==> src/rtl/datapath_bus_mux_if.sv <==
// Bus-side signal bundle for datapath_bus_mux: source words, drive enables and
// the registered bus/status outputs.
interface datapath_bus_mux_if #(
    parameter int unsigned DATA_W  = 32,
    parameter int unsigned NUM_SRC = 24,
    parameter int unsigned SEL_W   = $clog2(NUM_SRC),
    parameter int unsigned CNT_W   = 16
);
    logic [NUM_SRC*DATA_W-1:0] src_data;
    logic [NUM_SRC-1:0]        src_out;
    logic                      conflict_clr;
    logic [DATA_W-1:0]         bus_out;
    logic                      bus_valid;
    logic [SEL_W-1:0]          sel_idx;
    logic                      conflict;
    logic                      conflict_sticky;
    logic [CNT_W-1:0]          xfer_count;

    modport master (
        output src_data, src_out, conflict_clr,
        input  bus_out, bus_valid, sel_idx, conflict, conflict_sticky, xfer_count
    );

    modport slave (
        input  src_data, src_out, conflict_clr,
        output bus_out, bus_valid, sel_idx, conflict, conflict_sticky, xfer_count
    );
endinterface

==> src/rtl/datapath_bus_mux.sv <==
// Priority-encoded datapath bus multiplexer with optional output register,
// idle-hold, sticky multi-drive detection and a saturating transfer counter.
module datapath_bus_mux #(
    parameter int unsigned DATA_W       = 32,
    parameter int unsigned NUM_SRC      = 24,
    parameter int unsigned SEL_W        = $clog2(NUM_SRC),
    parameter int unsigned REG_OUT      = 1,
    parameter int unsigned HOLD_ON_IDLE = 1,
    parameter int unsigned CNT_W        = 16
) (
    input  logic               clock,
    input  logic               clear,
    datapath_bus_mux_if.slave  bif
);
    logic              any;
    logic              multi;
    logic [SEL_W-1:0]  win_idx;
    logic [DATA_W-1:0] win_data;

    logic [DATA_W-1:0] bus_d;
    logic [SEL_W-1:0]  idx_d;
    logic              valid_d;
    logic              conflict_d;

    logic [DATA_W-1:0] last_data_d, last_data_q;
    logic [SEL_W-1:0]  last_idx_d, last_idx_q;
    logic              sticky_d, sticky_q;
    logic [CNT_W-1:0]  cnt_d, cnt_q;

    // Lowest asserted enable wins.
    always_comb begin
        any      = 1'b0;
        win_idx  = '0;
        win_data = '0;
        for (int unsigned i = 0; i < NUM_SRC; i++) begin
            if (bif.src_out[i] && !any) begin
                any      = 1'b1;
                win_idx  = SEL_W'(i);
                win_data = bif.src_data[i*DATA_W +: DATA_W];
            end
        end
    end

    assign multi = |(bif.src_out & (bif.src_out - NUM_SRC'(1)));

    always_comb begin
        bus_d      = '0;
        idx_d      = '0;
        valid_d    = any;
        conflict_d = multi;
        if (any) begin
            bus_d = win_data;
            idx_d = win_idx;
        end else if (HOLD_ON_IDLE != 0) begin
            bus_d = last_data_q;
            idx_d = last_idx_q;
        end
    end

    always_comb begin
        last_data_d = any ? win_data : last_data_q;
        last_idx_d  = any ? win_idx  : last_idx_q;
        sticky_d    = sticky_q;
        if (multi)
            sticky_d = 1'b1;
        else if (bif.conflict_clr)
            sticky_d = 1'b0;
        cnt_d = (any && (cnt_q != '1)) ? cnt_q + CNT_W'(1) : cnt_q;
    end

    always_ff @(posedge clock or negedge clear) begin
        if (!clear) begin
            last_data_q <= '0;
            last_idx_q  <= '0;
            sticky_q    <= 1'b0;
            cnt_q       <= '0;
        end else begin
            last_data_q <= last_data_d;
            last_idx_q  <= last_idx_d;
            sticky_q    <= sticky_d;
            cnt_q       <= cnt_d;
        end
    end

    assign bif.conflict_sticky = sticky_q;
    assign bif.xfer_count      = cnt_q;

    if (REG_OUT != 0) begin : g_reg
        logic [DATA_W-1:0] bus_q;
        logic [SEL_W-1:0]  idx_q;
        logic              valid_q;
        logic              conflict_q;

        always_ff @(posedge clock or negedge clear) begin
            if (!clear) begin
                bus_q      <= '0;
                idx_q      <= '0;
                valid_q    <= 1'b0;
                conflict_q <= 1'b0;
            end else begin
                bus_q      <= bus_d;
                idx_q      <= idx_d;
                valid_q    <= valid_d;
                conflict_q <= conflict_d;
            end
        end

        assign bif.bus_out   = bus_q;
        assign bif.sel_idx   = idx_q;
        assign bif.bus_valid = valid_q;
        assign bif.conflict  = conflict_q;
    end else begin : g_comb
        assign bif.bus_out   = bus_d;
        assign bif.sel_idx   = idx_d;
        assign bif.bus_valid = valid_d;
        assign bif.conflict  = conflict_d;
    end
endmodule

==> src/flat_wrapper.sv <==
// flat-port wrapper written by rule: the top's interface ports become plain ports
module datapath_bus_mux_flat 
#(
    parameter int unsigned DATA_W       = 32,
    parameter int unsigned NUM_SRC      = 24,
    parameter int unsigned SEL_W        = $clog2(NUM_SRC),
    parameter int unsigned REG_OUT      = 1,
    parameter int unsigned HOLD_ON_IDLE = 1,
    parameter int unsigned CNT_W        = 16
)
  (clock, clear, bif_src_data, bif_src_out, bif_conflict_clr, bif_bus_out, bif_bus_valid, bif_sel_idx, bif_conflict, bif_conflict_sticky, bif_xfer_count);
  datapath_bus_mux_if #(.DATA_W(DATA_W), .NUM_SRC(NUM_SRC), .SEL_W(SEL_W), .CNT_W(CNT_W)) bif_i ();
  input  logic clock;
  input  logic clear;
  input wire logic [$bits(bif_i.src_data)-1:0] bif_src_data;
  input wire logic [$bits(bif_i.src_out)-1:0] bif_src_out;
  input wire logic [$bits(bif_i.conflict_clr)-1:0] bif_conflict_clr;
  output wire logic [$bits(bif_i.bus_out)-1:0] bif_bus_out;
  output wire logic [$bits(bif_i.bus_valid)-1:0] bif_bus_valid;
  output wire logic [$bits(bif_i.sel_idx)-1:0] bif_sel_idx;
  output wire logic [$bits(bif_i.conflict)-1:0] bif_conflict;
  output wire logic [$bits(bif_i.conflict_sticky)-1:0] bif_conflict_sticky;
  output wire logic [$bits(bif_i.xfer_count)-1:0] bif_xfer_count;
  assign bif_i.src_data = bif_src_data;
  assign bif_i.src_out = bif_src_out;
  assign bif_i.conflict_clr = bif_conflict_clr;
  assign bif_bus_out = bif_i.bus_out;
  assign bif_bus_valid = bif_i.bus_valid;
  assign bif_sel_idx = bif_i.sel_idx;
  assign bif_conflict = bif_i.conflict;
  assign bif_conflict_sticky = bif_i.conflict_sticky;
  assign bif_xfer_count = bif_i.xfer_count;
  datapath_bus_mux #(.DATA_W(DATA_W), .NUM_SRC(NUM_SRC), .SEL_W(SEL_W), .REG_OUT(REG_OUT), .HOLD_ON_IDLE(HOLD_ON_IDLE), .CNT_W(CNT_W)) u_core (.clock(clock), .clear(clear), .bif(bif_i));
endmodule
==> config.mk <==
export PLATFORM = sky130hd
export DESIGN_NAME = datapath_bus_mux_flat
export DESIGN_NICKNAME = d
export VERILOG_FILES = /design/src/rtl/datapath_bus_mux_if.sv /design/src/rtl/datapath_bus_mux.sv /design/src/flat_wrapper.sv
export SDC_FILE = /design/constraint.sdc
export NUM_CORES = 1
export LEC_CHECK = 0
export ABC_AREA = 0
export ABC_CLOCK_PERIOD_IN_PS = 2270
export BUFFER_PORTS_ARGS = -buffer_cell sky130_fd_sc_hd__buf_2
export CAP_MARGIN = 10
export CORE_AREA = 2 2 336 338
export DETAILED_ROUTE_END_ITERATION = 7
export DIE_AREA = 0 0 338 340
export PLACE_DENSITY = 0.36
export SYNTH_ARGS = -nofsm -noshare
export SYNTH_HDL_FRONTEND = slang
export SYNTH_SLANG_ARGS = --single-unit
==> constraint.sdc <==
create_clock -name clock -period 2.27 [get_ports clock]
set_clock_uncertainty 0.15 [all_clocks]
set_input_delay 0 -clock clock [delete_from_list [all_inputs] [get_ports clock]]
set_output_delay 0 -clock clock [all_outputs]
set_load 0.01 [all_outputs]
Yosys cells after proc, flatten, opt, wreduce, memory -nomap -nowiden
Cells that the tools add are included.
Operators by class
  reduce and logical (&&, ||, !) cells: 49
  add/subtract/negate cells: 2
  bitwise gates (word level): 1
  equality and inequality tests: 1
  mux-type cells: 73
Operators with widths (number)
  32-bit two-way mux: 24
  5-bit two-way mux: 8
  4-bit two-way mux: 8
  1-bit two-way mux: 27
  24-bit bitwise AND: 1
  1-bit logical AND: 24
  24-bit OR reduction: 1
  24-bit by 1-bit subtractor with 24-bit output (second input constant): 1
  1-bit zero test: 23
  16-bit by 1-bit adder with 16-bit output (second input constant): 1
  16-bit inequality test (second input constant): 1
  3-bit two-way mux: 4
  2-bit two-way mux: 2
  2-bit nonzero test: 1
Storage, ports and cells
  flip-flop bits (word level): 56
  output and inout bits: 56
  logic and storage cells: 132

Longest topological paths before layout
  word-level depth: 71
  mapped depth: 11

Worst setup path before layout
OpenSTA, ideal clock, no wires.
  kind: input-to-reg
  start: input port bif_src_out[8]
  end: register u_core.last_data_q[2]
  cell stages on the path: 10
  required time: 1981 ps
  path buffers: 2
  path slack: -154 ps
  arrival time: 2135 ps
  setup time: 139 ps
  cells stage by stage: clkbuf_1 -> or4_1 -> buf_2 -> nor2_1 -> nand2_1 -> o21ai_0 -> a2111oi_0 -> or4_1 -> o2111ai_1 -> a22oi_1
Between the ends
  cells in the longest elaborated chain, start to end: 47
  elaborated cells between the ends (all ways): 63
  those cells by class: mux (32); reduce/logical (31)
RTL lines
  start, declared: line flat_wrapper.sv:16  | input wire logic [$bits(bif_i.src_out)-1:0] bif_src_out;
  1-bit logical AND (*): line datapath_bus_mux.sv:36  | if (bif.src_out[i] && !any) begin
  1-bit two-way mux: line datapath_bus_mux.sv:36
  1-bit zero test: line datapath_bus_mux.sv:36
  1-bit logical AND: line datapath_bus_mux.sv:36
  1-bit two-way mux: line datapath_bus_mux.sv:36
  1-bit zero test: line datapath_bus_mux.sv:36
  1-bit logical AND: line datapath_bus_mux.sv:36
  1-bit two-way mux: line datapath_bus_mux.sv:36
  (+31 left out)
  1-bit logical AND: line datapath_bus_mux.sv:36
  1-bit two-way mux: line datapath_bus_mux.sv:36
  1-bit zero test: line datapath_bus_mux.sv:36
  1-bit logical AND: line datapath_bus_mux.sv:36
  1-bit two-way mux: line datapath_bus_mux.sv:36
  1-bit zero test: line datapath_bus_mux.sv:36
  1-bit logical AND: line datapath_bus_mux.sv:36
  32-bit two-way mux or 1-bit two-way mux (tied branches): line datapath_bus_mux.sv:36
  end signal, assigned: line datapath_bus_mux.sv:78  | last_data_q <= last_data_d;
  end, declared: line datapath_bus_mux.sv:25  | logic [DATA_W-1:0] last_data_d, last_data_q;
Every way passes the cells marked *; elsewhere a longest branch is shown, timed or not.
A chain may end at the register's enable or synchronous reset.

Worst setup path in the final report
  start: input port bif_src_out[1]
  end: register u_core.last_data_q[15]
Between the ends
  cells in the longest elaborated chain, start to end: 68
  elaborated cells between the ends (all ways): 91
  those cells by class: mux (46); reduce/logical (45)
RTL lines (line)
  1-bit logical AND (*): datapath_bus_mux.sv:36
  1-bit two-way mux: datapath_bus_mux.sv:36
  1-bit zero test: datapath_bus_mux.sv:36
  1-bit logical AND: datapath_bus_mux.sv:36
  1-bit two-way mux: datapath_bus_mux.sv:36
  1-bit zero test: datapath_bus_mux.sv:36
  1-bit logical AND: datapath_bus_mux.sv:36
  1-bit two-way mux: datapath_bus_mux.sv:36
  (+52 left out)
  1-bit logical AND: datapath_bus_mux.sv:36
  1-bit two-way mux: datapath_bus_mux.sv:36
  1-bit zero test: datapath_bus_mux.sv:36
  1-bit logical AND: datapath_bus_mux.sv:36
  1-bit two-way mux: datapath_bus_mux.sv:36
  1-bit zero test: datapath_bus_mux.sv:36
  1-bit logical AND: datapath_bus_mux.sv:36
  32-bit two-way mux or 1-bit two-way mux (tied branches): datapath_bus_mux.sv:36
Marked as above.

==> flow_metrics.tcl <==
set metrics [dict create \
    outcome "finished with violations" \
    violations "hold timing, setup timing" \
    min_path_cells 5 \
    dp.cells 4108 \
    yosys.area_share.simple_pct 23.40 \
    cp_max_fo 11 \
    root_buffer "clkbuf_16" \
    ys_warn_count 0 \
    grt_pass1_vias 18632 \
    die-area_um2 114900 \
    grt_use_total_pct 21.42 \
    rr_worst_depth 8 \
    route.detailed.drc 0 \
    timing.critical_path.from_type "input port" \
    crit_chain "buf_6 > nor4_4 > buf_6 > nand4_4 > buf_6 > buf_12 > nor2_4 > buf_12 > and3_4 > buf_12 > buf_12 > a221oi_1 > a31oi_1 > a211o_1" \
    netSwitchingPower_mw 2.280 \
    p_comb_share_pct 60.5 \
    critPathMaxStageDelay_ns 0.39 \
    fin_ws_ns -0.08156 \
    synth_edf_count 0 \
    vias_per_cell 4.253 \
    clock-sinks 56 \
    grt_start_max_net_pins 57 \
    fin_util_pct 20.31 \
    drv_cap 0 \
    vias 18401 \
    dp_worst_setup_slack_ns -1.302 \
    gp_congestion 0.9208 \
    worst_path_most_repeated_cell "buf_12" \
    synth_top_family_by_area "compound AO/OA/AOI/OAI gates" \
    synth_mux_area_share_pct 2.012 \
    cp_slowest_cell "nor4_4" \
    clk_path_buf_depth 2 \
    rrSetupSlack_ns 0.13 \
    min_to "u_core.last_data_q[29]" \
    clkPwrFrac_pct 18.3 \
    antenna_found_initial 94 \
    fmaxAchievable_mhz 425.2 \
    ant_nets 0 \
    cts_tree "yes" \
    syn_avg_cell_area_um2 6.498 \
    drive_gt1_share_pct 56.02 \
    dpl.hpwl_um 114200 \
    core_area_um2 111600 \
    ys_types 74 \
    tns_ns -0.3996 \
    synth_top_area_cell "dfrtp_1" \
    syn_area_um2 9578 \
    p_int_mw 2.964 \
    hold_class "in2reg" \
    design_area_um2 22660 \
    synthFlopType "dfrtp_1" \
    numCtsBuffers 5 \
    portBuffers 850 \
    synth_xor_area_share_pct 1.280 \
    crit_required_ns 2.40 \
    synth_seq_cells 56 \
    fp-row-count 123 \
    die_h_um 340 \
    fin_crit_ns 2.352 \
    reg2reg_from "u_core.bif.xfer_count[9]" \
    firstDrtPassIters 6 \
    vdd_drop_max_v 0.0003081 \
    place_area_um2 18900 \
    io_pins 851 \
    setup_viol 12 \
    tightest_slew_ns 1.013 \
    grt_overflow 0 \
    hold_path_startpoint "bif_src_data[765]" \
    cp-end-kind "register" \
    netlist_top_cells_area "dfrtp_1 (15%), o21ai_0 (9.1%), a21oi_1 (7.4%), nand2_1 (6.9%), a22oi_1 (5.3%)" \
    grt_pass1_wl_um 165000 \
    clk_pin_slew_ns 0.09 \
    area_growth_pct 136.6 \
    seq_power_share_pct 21.2 \
    cp.arrival_ns 2.48 \
    slew_viol_final 0 \
    wl_um 130100 \
    syn-num-nets 2270 \
    fin_cells 4327 \
    die_w_um 338 \
    power_switching_share_pct 43.47 \
    h-tree-depth 2 \
    p_leak_nw 10.12 \
    total_power_mw 5.244 \
    crit_type "in2reg" \
    ys_seq_area_share_pct 14.63 \
    start_util_pct 8.584 \
    synth_compound_area_share_pct 51.16 \
    hold_viol_final 3 \
    maxSlewHeadroom_pct 32.20 \
    synth_common_cells "nand2_1 (175), o21ai_0 (175), a21oi_1 (141), nor2_1 (128), clkbuf_1 (121)" \
    p_per_area_nw_per_um2 231.5 \
    wl_per_cell_um 30.06 \
    fin_crit_sh_pct 103.6 \
    netlist_instances 1474 \
    clk_latency_ns 0.34 \
    nNetsFinal 3594 \
    r2r-end "u_core.bif.xfer_count[11]" \
    rsz0062_at_grt "yes" \
    holdWs_ns -0.01299 \
    yosysTopAreaCellShare_pct 14.63 \
    drt-initial-drc-count 1252 \
    synth_adder_area_share_pct 0.3396 \
    async_flop_share_pct 100.0 \
]
flip-flops by register name (all words and copies together) (netlist names):
name and flops:
u_core.last_idx_q 5, u_core.bif.conflict 1, u_core.last_data_q 32, u_core.bif.xfer_count 16, u_core.bif.conflict_sticky 1, u_core.bif.bus_valid 1
cell families (layout without fill, tap and decap cells):
family,count (synthesis),after routing
DFF,56,56
muxes,19,19
AOI/OAI and AO/OA,737,737
buffers and inverters,173,1497
xor gates and xnor gates,14,14
adders and majority gates,3,3
and+or+nand+nor,472,473
other,0,28
power by group through the flow:
stage / Sequential (mW) / Combinational (mW) / Clock, mW
final: 1.11 / 3.17 / 0.957
after global routing: 1.12 / 3.37 / 0.995
after CTS: 1.11 / 3.10 / 0.989
after detailed placement: 1.13 / 2.76 / 0
after global placement: 1.13 / 2.77 / 0
after floorplan: 1.15 / 0.736 / 0
cell type report:
| type | instances | area, um^2 |
|---|---|---|
| well taps | 1500 | 1877 |
| diodes | 28 | 70.07 |
| fillers | 12879 | 88920 |
| repair buffers | 1463 | 10120 |
| inverters | 26 | 102.6 |
| clock buffers | 5 | 125.1 |
| multi-input cells | 1246 | 8932 |
| clock inverters | 3 | 25.02 |
| flip-flops and latches | 56 | 1401 |
how the worst max path moves through the flow:
stage              startpoint                     end  cells past startpoint
6_report       bif_src_out[1]  u_core.last_data_q[15]                     14
2_1_floorplan  bif_src_out[7]  u_core.last_data_q[17]                      9
4_1_cts        bif_src_out[3]  u_core.last_data_q[11]                     14
5_1_grt        bif_src_out[3]   u_core.last_data_q[7]                     12
3_3_place_gp   bif_src_out[0]  u_core.last_data_q[13]                     12
3_5_place_dp   bif_src_out[0]  u_core.last_data_q[13]                     12
what timing repair did:
item,in CTS,in global routing
hold buffers,138,1
endpoints found under the hold margin,87,1
endpoints found under the setup margin,56,45
gates cloned,2,2
resized for setup,218,180
pin swaps,49,65
buffers inserted,21,24
placed cells by master, fill, tap and decap left out, types with 15 or more instances in the layout:
cell type / n
buf_2: 842
buf_4: 376
nand2_1: 168
dlygate4sd3_1: 139
o21ai_0: 126
a21oi_1: 122
nor2_1: 117
a22oi_1: 61
dfrtp_1: 56
buf_12: 50
buf_6: 43
o22ai_1: 40
diode_2: 28
nor3_1: 28
nor2b_1: 27
a211oi_1: 27
o221ai_1: 26
o21ai_2: 26
a221oi_1: 26
inv_1: 23
o21ai_1: 22
o221ai_2: 19
o22ai_2: 17
a31oi_1: 17
mux2i_1: 17
a222oi_1: 16
nand3_1: 16
o211ai_1: 15
critical path, delay by kind of cell:
family,cells,cell delay (ns)
AOI/OAI and AO/OA,3,0.55
buffers and inverters,7,1.06
and+or+nand+nor,4,0.84
routing by layer:
metal | up-vias | routed length, um | global-route usage (%)
met2 | 887 | 63010 | 37.44
met4 | 46 | 4118 | 5.972
met5 | - | 241 | 0
li1 | 8453 | - | -
met1 | 8793 | 54030 | 26.81
met3 | 222 | 8682 | 3.601
(Power assumes the default switching activity.)
